File: src/rtl/mealy_seq_detector_pkg.sv
// Shared types and elaboration-time helpers for the Mealy pattern detector.
// The next-state table is the KMP transition function derived from PATTERN.
package mealy_seq_detector_pkg;

  localparam int MAX_PAT_W = 16;
  localparam int ENT_W     = 5;
  localparam logic IDLE_FLAG = 1'b1;

  typedef logic [ENT_W-1:0] nxt_t;
  typedef nxt_t nxt_tbl_t [0:2*MAX_PAT_W-1];

  function automatic int state_w(input int pat_w);
    return $clog2(pat_w + 1) + 1;
  endfunction

  // Bit i of the result is the i-th pattern bit received (index 0 arrives first).
  function automatic logic [MAX_PAT_W-1:0] pat_rev(input logic [MAX_PAT_W-1:0] pat,
                                                   input int pat_w);
    logic [MAX_PAT_W-1:0] r;
    r = '0;
    for (int i = 0; i < pat_w; i++) r[i] = pat[pat_w-1-i];
    return r;
  endfunction

  // Longest pattern prefix that is a suffix of (first k pattern bits, then b),
  // capped below the full pattern length so a full match yields the failure length.
  function automatic int kmp_next(input logic [MAX_PAT_W-1:0] pat, input int pat_w,
                                  input int k, input logic b);
    logic [MAX_PAT_W-1:0] pr;
    int best;
    int lmax;
    int s;
    logic ok;
    logic sb;
    pr   = pat_rev(pat, pat_w);
    best = 0;
    lmax = (k + 1 < pat_w) ? k + 1 : pat_w - 1;
    for (int l = 1; l <= lmax; l++) begin
      ok = 1'b1;
      for (int i = 0; i < l; i++) begin
        s  = k + 1 - l + i;
        sb = (s < k) ? pr[s] : b;
        if (sb != pr[i]) ok = 1'b0;
      end
      if (ok) best = l;
    end
    return best;
  endfunction

  function automatic nxt_tbl_t build_next_table(input logic [MAX_PAT_W-1:0] pat,
                                                input int pat_w);
    nxt_tbl_t t;
    for (int i = 0; i < 2*MAX_PAT_W; i++) t[i] = '0;
    for (int k = 0; k < pat_w; k++) begin
      t[2*k]   = nxt_t'(kmp_next(pat, pat_w, k, 1'b0));
      t[2*k+1] = nxt_t'(kmp_next(pat, pat_w, k, 1'b1));
    end
    return t;
  endfunction

  function automatic int fail_len(input logic [MAX_PAT_W-1:0] pat, input int pat_w);
    logic [MAX_PAT_W-1:0] pr;
    pr = pat_rev(pat, pat_w);
    return kmp_next(pat, pat_w, pat_w - 1, pr[pat_w-1]);
  endfunction

endpackage

File: src/rtl/mealy_seq_detector_sat_counter.sv
// Saturating event counter with synchronous clear; clear wins over increment.
module sat_counter #(
  parameter int W = 8
) (
  input  logic         clk,
  input  logic         rst,
  input  logic         clr,
  input  logic         inc,
  output logic [W-1:0] cnt
);

  logic [W-1:0] r_cnt;

  always_ff @(posedge clk) begin
    if (rst || clr) begin
      r_cnt <= '0;
    end else if (inc && (r_cnt != '1)) begin
      r_cnt <= r_cnt + 1'b1;
    end
  end

  assign cnt = r_cnt;

endmodule

File: src/rtl/mealy_seq_detector.sv
// Parametrised Mealy serial pattern detector with registered match pulse,
// run-time overlap select and saturating match count.
module mealy_seq_detector
  import mealy_seq_detector_pkg::*;
#(
  parameter int               PAT_W   = 4,
  parameter logic [PAT_W-1:0] PATTERN = 4'b1011,
  parameter int               CNT_W   = 8
) (
  input  logic                       clk,
  input  logic                       rst,
  input  logic                       din_valid,
  input  logic                       din,
  input  logic                       overlap,
  input  logic                       clr_cnt,
  output logic                       dout,
  output logic [CNT_W-1:0]           match_cnt,
  output logic [$clog2(PAT_W+1)-1:0] prefix_len
);

  localparam int PW = $clog2(PAT_W + 1);
  localparam int SW = state_w(PAT_W);
  localparam logic [MAX_PAT_W-1:0] PAT_EXT  = MAX_PAT_W'(PATTERN);
  localparam logic [MAX_PAT_W-1:0] PAT_REV  = pat_rev(PAT_EXT, PAT_W);
  localparam nxt_tbl_t             NXT_TBL  = build_next_table(PAT_EXT, PAT_W);
  localparam int                   FAIL_LEN = fail_len(PAT_EXT, PAT_W);

  // State: MSB flags IDLE, low PW bits hold the matched-prefix length k.
  logic [SW-1:0] r_state;
  logic          r_dout;
  logic [SW-1:0] w_state_nxt;
  logic          w_match;
  logic          w_idle;
  logic [PW-1:0] w_k;
  logic [3:0]    w_k4;

  assign w_idle = r_state[SW-1];
  assign w_k    = r_state[PW-1:0];
  assign w_k4   = 4'(w_k);

  always_ff @(posedge clk) begin
    if (rst) begin
      r_state <= {IDLE_FLAG, PW'(0)};
      r_dout  <= 1'b0;
    end else begin
      r_state <= w_state_nxt;
      r_dout  <= w_match;
    end
  end

  always_comb begin
    w_state_nxt = r_state;
    if (w_idle) begin
      w_state_nxt = '0;
    end else if (din_valid) begin
      if (w_match) begin
        w_state_nxt = overlap ? {1'b0, PW'(FAIL_LEN)} : '0;
      end else begin
        w_state_nxt = {1'b0, NXT_TBL[{w_k4, din}][PW-1:0]};
      end
    end
  end

  always_comb begin
    w_match = 1'b0;
    if (!w_idle && din_valid && (din == PAT_REV[w_k4]) && (w_k == PW'(PAT_W - 1))) begin
      w_match = 1'b1;
    end
  end

  sat_counter #(.W(CNT_W)) u_cnt (
    .clk (clk),
    .rst (rst),
    .clr (clr_cnt),
    .inc (w_match),
    .cnt (match_cnt)
  );

  assign dout       = r_dout;
  assign prefix_len = w_k;

endmodule

File: config.mk
export PLATFORM = sky130hd
export DESIGN_NAME = mealy_seq_detector
export DESIGN_NICKNAME = d
export VERILOG_FILES = /design/src/rtl/mealy_seq_detector_pkg.sv /design/src/rtl/mealy_seq_detector_sat_counter.sv /design/src/rtl/mealy_seq_detector.sv
export SDC_FILE = /design/constraint.sdc
export NUM_CORES = 1
export LEC_CHECK = 0
export ABC_AREA = 1
export ABC_CLOCK_PERIOD_IN_PS = 2900
export BUFFER_PORTS_ARGS = -buffer_cell sky130_fd_sc_hd__buf_2
export CORE_MARGIN = 2
export CORE_UTILIZATION = 40
export DETAILED_ROUTE_END_ITERATION = 10
export PLACE_DENSITY = 0.68
export SYNTH_ARGS = -nofsm -noshare
export SYNTH_HDL_FRONTEND = slang
export SYNTH_SLANG_ARGS = --single-unit
File: constraint.sdc
create_clock -name clk -period 2.9 [get_ports clk]
set_clock_uncertainty 0.15 [all_clocks]
set_input_delay 0.145 -clock clk [delete_from_list [all_inputs] [get_ports clk]]
set_output_delay 0.145 -clock clk [all_outputs]
set_load 0.01 [all_outputs]
**Word level (Yosys, flattened, before mapping)**

Memory sizes are Yosys's and may differ from the RTL's. A register that Yosys moved wholly into a read port is not among the register bits.
Index checks and enable logic that the tools add are counted.

- Output and inout bits: 12
- Logic and storage cells: 28
- RAM bits: 0
- Memory bits (read-only): 168
- Memories: 2
- Bits in registers: 13
- Latch bits: 0

Memories:

| name | depth | width | read ports | clocked after memory_dff | write ports | line | source |
|---|---|---|---|---|---|---|---|
| (name not given) | 32 | 5 | 1 | 0 | 0 | mealy_seq_detector.sv:59 | `w_state_nxt = {1'b0, NXT_TBL[{w_k4, din}][PW-1:0]};` |
| (name not given) | 8 | 1 | 1 | 1 | 0 | mealy_seq_detector.sv:66 | `if (!w_idle && din_valid && (din == PAT_REV[w_k4]) && (w_k == PW'(PAT_W - 1))) begin` |

- Multipliers: 0
- Magnitude comparators: 2
- Divide/modulo/power cells: 0
- Shifts and indexed selects: 0
- Bitwise operators: 1
- Equal/unequal tests: 3
- Mux-type cells: 8
- Add/sub/neg operators: 1
- Reductions and logical operators: 7

Operators by type and width:

| cell | number |
|---|---|
| two-way mux 3 bit | 5 |
| adder 8 x 1 -> 8 bit, second input constant | 1 |
| inequality test 8 bit, second input constant | 1 |
| >= comparator 6 bit, second input constant | 1 |
| NOT 4 -> 6 bit | 1 |
| < comparator 3 x 5 -> 1 bit, second input constant | 1 |
| logical AND 1 bit | 4 |
| == test 3 x 2 -> 1 bit, second input constant | 1 |
| two-way mux 1 bit | 3 |
| OR reduction 2 bit | 1 |
| == test 1 bit | 1 |
| logical NOT 1 bit | 1 |
| logical OR 1 bit | 1 |

**Logic depth before layout (Yosys ltp)**

- Word-level depth: 9
- Mapped depth: 8

**By module**

A second synthesis with hierarchy kept.

- Cell total of the unflattened synthesis: 104
- Area, all modules: 706.9 sq um

By module, submodules not included:

| module | times used | cells each | sequential area each (sq um) | area each (sq um) |
|---|---|---|---|---|
| sat_counter | 1 | 67 | 160.2 | 447.9 |
| mealy_seq_detector | 1 | 37 | 100.1 | 259.0 |

**Least setup slack after synthesis**

No wires, ideal clock.

- Path type: register to register
- Start point: register u_cnt.r_cnt[0], in the netlist u_cnt.cnt[0]
- End point: register u_cnt.r_cnt[5], in the netlist u_cnt.cnt[5]
- Setup time: 0.070 ns
- Arrival time: 1.245 ns
- Clock period less this slack: 1.465 ns
- Path buffers: 0
- Path slack: 1.435 ns
- Stages on the path, launching flop included: 8
- Cell sequence: dfxtp_1 > ha_1 > inv_1 > nor2_4 > nand3_4 > nand2_4 > nand2_1 > a21oi_1

- Cells in the longest elaborated chain, start to end: 2
- Elaborated cells on any way between the ends: 3

Ends and longest elaborated chain:

| item | line | source |
|---|---|---|
| start: declaration | mealy_seq_detector_sat_counter.sv:12 | `logic [W-1:0] r_cnt;` |
| start signal: assignment | mealy_seq_detector_sat_counter.sv:18 | `r_cnt <= r_cnt + 1'b1;` |
| branches (longest 2 deep; another with adder 8 x 1 -> 8 bit) | -- |  |

Several ways; the timed one is not identified.
A chain may end at the register's enable or synchronous reset.

**Worst setup path after layout**

- Start point: register u_cnt.r_cnt[0], in the netlist u_cnt.cnt[0]
- End point: register u_cnt.r_cnt[2], in the netlist u_cnt.cnt[2]

The elaborated chain is that of the path after synthesis.

==> metrics list <==
- CP startpoint kind: flop
- For this design, the sink count on the clock tree is 13.
- Worst Setup Slack post-DPL: 1.38 ns
- In this run, CTS created clock tree buffers numbering 3.
- Smallest hold slack: 0.0338 ns
- From left edge to right edge, the die measures 48.2 µm.
- The internal portion of the total power is 0.000241 W.
* Met1 demand-to-capacity share in global routing: 20.4%
- Number of top-level pins: 18
- Worst Path Required: 2.96 ns
- Switching component of the power: 0.0000777 W
- Setup repair after global routing left no endpoint under its margin.
- Dividing the detail-routed via count by the number of cells gives 4.48.
- After clock tree synthesis, the clock-pin slew on the worst setup and hold paths is 0.09 ns.
- Most frequent cell after synthesis: nand2_1
- The number of antenna violations at the first check in global routing is 0.
* Switching share of power: 24.4%
- Sum of net half-perimeters after detailed placement: 1220 µm
- In this run the static leakage power is 0.430 nW.
* Final period demand of the worst path: 1.56 ns
- Summing every instance area after synthesis gives 782 µm².
* Largest voltage drop on the vdd net: 0.229 mV
- Most utilized layer in the global route result: met2
- Part of the total power dissipated in sequential elements: 57.3%
- Logic gate share of total power: 6.6%
- Core outline area: 1780 µm²
- In the global route stage, met3 resource usage came out at 4.44%.
- Dividing the detail-routed wire length by the instance count gives 9.60 µm.
* Max capacitance violation total: 0
* DR DRC count: 0
- The min-delay analysis places its worst path in the category primary input to flop.
- The flow ran to the end, and the final reports show no timing, DRC or antenna violations.
- TritonCTS built the clock tree.
* Highest cell delay on the worst timing path: 0.44 ns
* Worst R2R Setup Slack: 1.34 ns
- Crit Reg-Reg Startpoint: u_cnt.cnt[0]
- Routability Congestion: 0.822
- After detailed placement, the total cell area comes to 863 µm².
* Largest area contributor in the netlist: dfxtp_1
* Combined global-route utilization of all metal layers: 15.8%
- In the synthesized netlist the dominant register cell turns out to be dfxtp_1.
- The die is 48.2 µm tall.
* Layout overhead on the synthesized area: 16.5%
* Power per cell area: 349 nW/µm²
- Data arrives at the worst endpoint at 1.62 ns.
- In this run the critical register-to-register path is captured at u_cnt.cnt[2].
* Total Nets Final: 145
* H-tree depth reported by CTS: 1
* Vias: 721
- Number of antenna repair diodes: 0
- Across all setup checks in the final design, the least slack found is 1.34 ns.
* Post-Synthesis Mean Instance Area: 6.63 µm²
- Crit-path slowest cell: dfxtp_1
* Crit Path Class: flop to flop
- Met2 Track Usage GR: 23.9%
* Drt first pass iters: 4
- Clock tree root driver cell: clkbuf_4
- Total setup violations reported at the end of the flow: 0
- Vias in the first global route: 594
* Endpoint of the most critical setup path: u_cnt.cnt[2]
* Starting density of the core: 43.9%
* Endpoint type of the worst setup path: flop
- Synthesized flop and latch total: 13
- FFs w/ async S/R, synth: 0%
* Library cells used by synthesis: 20
- In this run the remaining antenna-violating nets after routing total 0.
* Proportion of layout cells with a drive suffix above 1: 23.5%
- The number of failing hold endpoints at the final stage came to 0.
- Sequential share of the synthesized area: 33.3%
- Number of enable flip-flop cells after synthesis: 0
- Row generation in the floorplan step produced 15 rows.
- For the worst-skew pair, the clock arrives at the later sink with an insertion delay of 0.28 ns.
- Buffers placed on the I/O ports in this run total 16.
- After layout, the worst path uses 53.9% of the clock period.
- Buffer levels on the longest clock path: 2
- The routed design has 1550 µm of wire.
* Worst setup startpoint: u_cnt.cnt[0]
- In the final timing run, aggregate negative setup slack is 0 ns.
* Ranking of synthesized cells by area: dfxtp_1, nand2_1, inv_1, nand3_1, nor2_1
- The first global-routing pass estimated 2490 µm of wire.
- After the first detailed-routing iteration, the DRC count stood at 6.
- Synthesized net count: 126
- Of all nets on the critical path, the largest fanout is 7.
- Number of buffers inserted to repair setup after CTS: 0
- The finished cells cover 911 µm².
- Ordered list of cells on the worst path: ha_1 -> inv_1 -> nor2_4 -> nand3_4 -> nand2_4 -> nand2_1 -> a21oi_1
* Worst reg-to-reg path cell count: 7
* Synth top cells by count: nand2_1, inv_1, dfxtp_1
- Maximum number of pins on one net before global-route repair: 9
* Yosys warns: 0
* Area share of the largest cell type after synthesis: 33.3%
- Final Slew Violations: 0
- FMAX: 0.640 GHz
- Global route overflow: 0
* Clock share of power: 36.2%
- Die ar.: 2320 µm²
* Number of instances in the synthesized netlist: 118
worst min path at each step:
stage	from	end	slack [ns]	cells past startpoint
2_1_floorplan	rst	r_state[3]	0.02	0
3_3_place_gp	rst	r_state[3]	0.14	1
3_5_place_dp	rst	r_state[3]	0.14	1
4_1_cts	overlap	r_state[0]	0.03	5
5_1_grt	din_valid	flop	0.05	3
6_report	overlap	flop	0.03	4
kinds of logic (layout without fill, tap and decap cells):
group	after synthesis	in the layout	synth area share, %
other	1	1	0.480
AND/OR/NAND/NOR	71	71	43.2
adder cells (fa/ha/maj)	2	2	3.20
flip-flops	13	13	33.3
AO/OA/AOI/OAI	10	10	7.20
buffers and inverters	20	38	11.5
XOR/XNOR	1	1	1.12
metrics by stage:
stage	util [%]	instances	total power (W)
after floorplan	-	118	0.000199
after global placement	48.4	155	0.000204
after detailed placement	48.4	155	0.000205
after CTS	51.1	161	0.000324
after global routing	51.1	161	0.000332
final	51.1	161	0.000318
critical path, delay by kind of cell (launching register included):
family	cells	cell delay, ns
flip-flops	1	0.44
buffers and inverters	1	0.09
AND/OR/NAND/NOR	4	0.42
adder cells (fa/ha/maj)	1	0.27
AO/OA/AOI/OAI	1	0.13
power by group through the flow:
stage / logic, W / clock network [W] / registers [W]
3_5_place_dp: 0.0000190 / 0 / 0.000186
4_1_cts: 0.0000210 / 0.000120 / 0.000182
5_1_grt: 0.0000236 / 0.000126 / 0.000183
2_1_floorplan: 0.0000131 / 0 / 0.000186
6_report: 0.0000209 / 0.000115 / 0.000182
3_3_place_gp: 0.0000180 / 0 / 0.000186
registers in the layout, summed over array words and instances, names as in the netlist, named ones only:
signal     cells
dout           1
r_state        3
u_cnt.cnt      8
layout make-up:
class	count	area [µm²]
fill	180	872
clock inverter	1	5.00
tap	25	31.3
inverter	16	60.1
sequential	13	260
timing repair buffer	18	100
clock buffer	3	22.5
multi-input combinational	85	432
timing repair:
| item | 4_1_cts | 5_1_grt |
|---|---|---|
| hold buffers | 2 | 0 |
| gates resized for setup | 0 | 0 |
| hold endpoints to repair | 4 | 0 |
cell usage in the layout (no fill, tap or decap):
cell / n
nand2_1: 38
buf_2: 16
inv_1: 15
dfxtp_1: 13
nor2_1: 10
nand3_1: 10
a21oi_1: 6
nand2_2: 3
nor2_2: 3
nand4_1: 3
clkbuf_4: 3
nor2_4: 2
o21ai_0: 2
ha_1: 2
dlygate4sd3_1: 2
a21o_2: 1
o21a_1: 1
inv_2: 1
nand3_4: 1
nand2_4: 1
xor2_1: 1
conb_1: 1
clkinv_2: 1
per-layer routing:
metal | up-vias | share of wire, %
met3 | 2 | 2.5
met1 | 307 | 51
met2 | 7 | 45
li1 | 405 | -
met4 | 0 | 0.97
met5 | - | 0
Note: power is estimated with default switching activity, not from simulation.
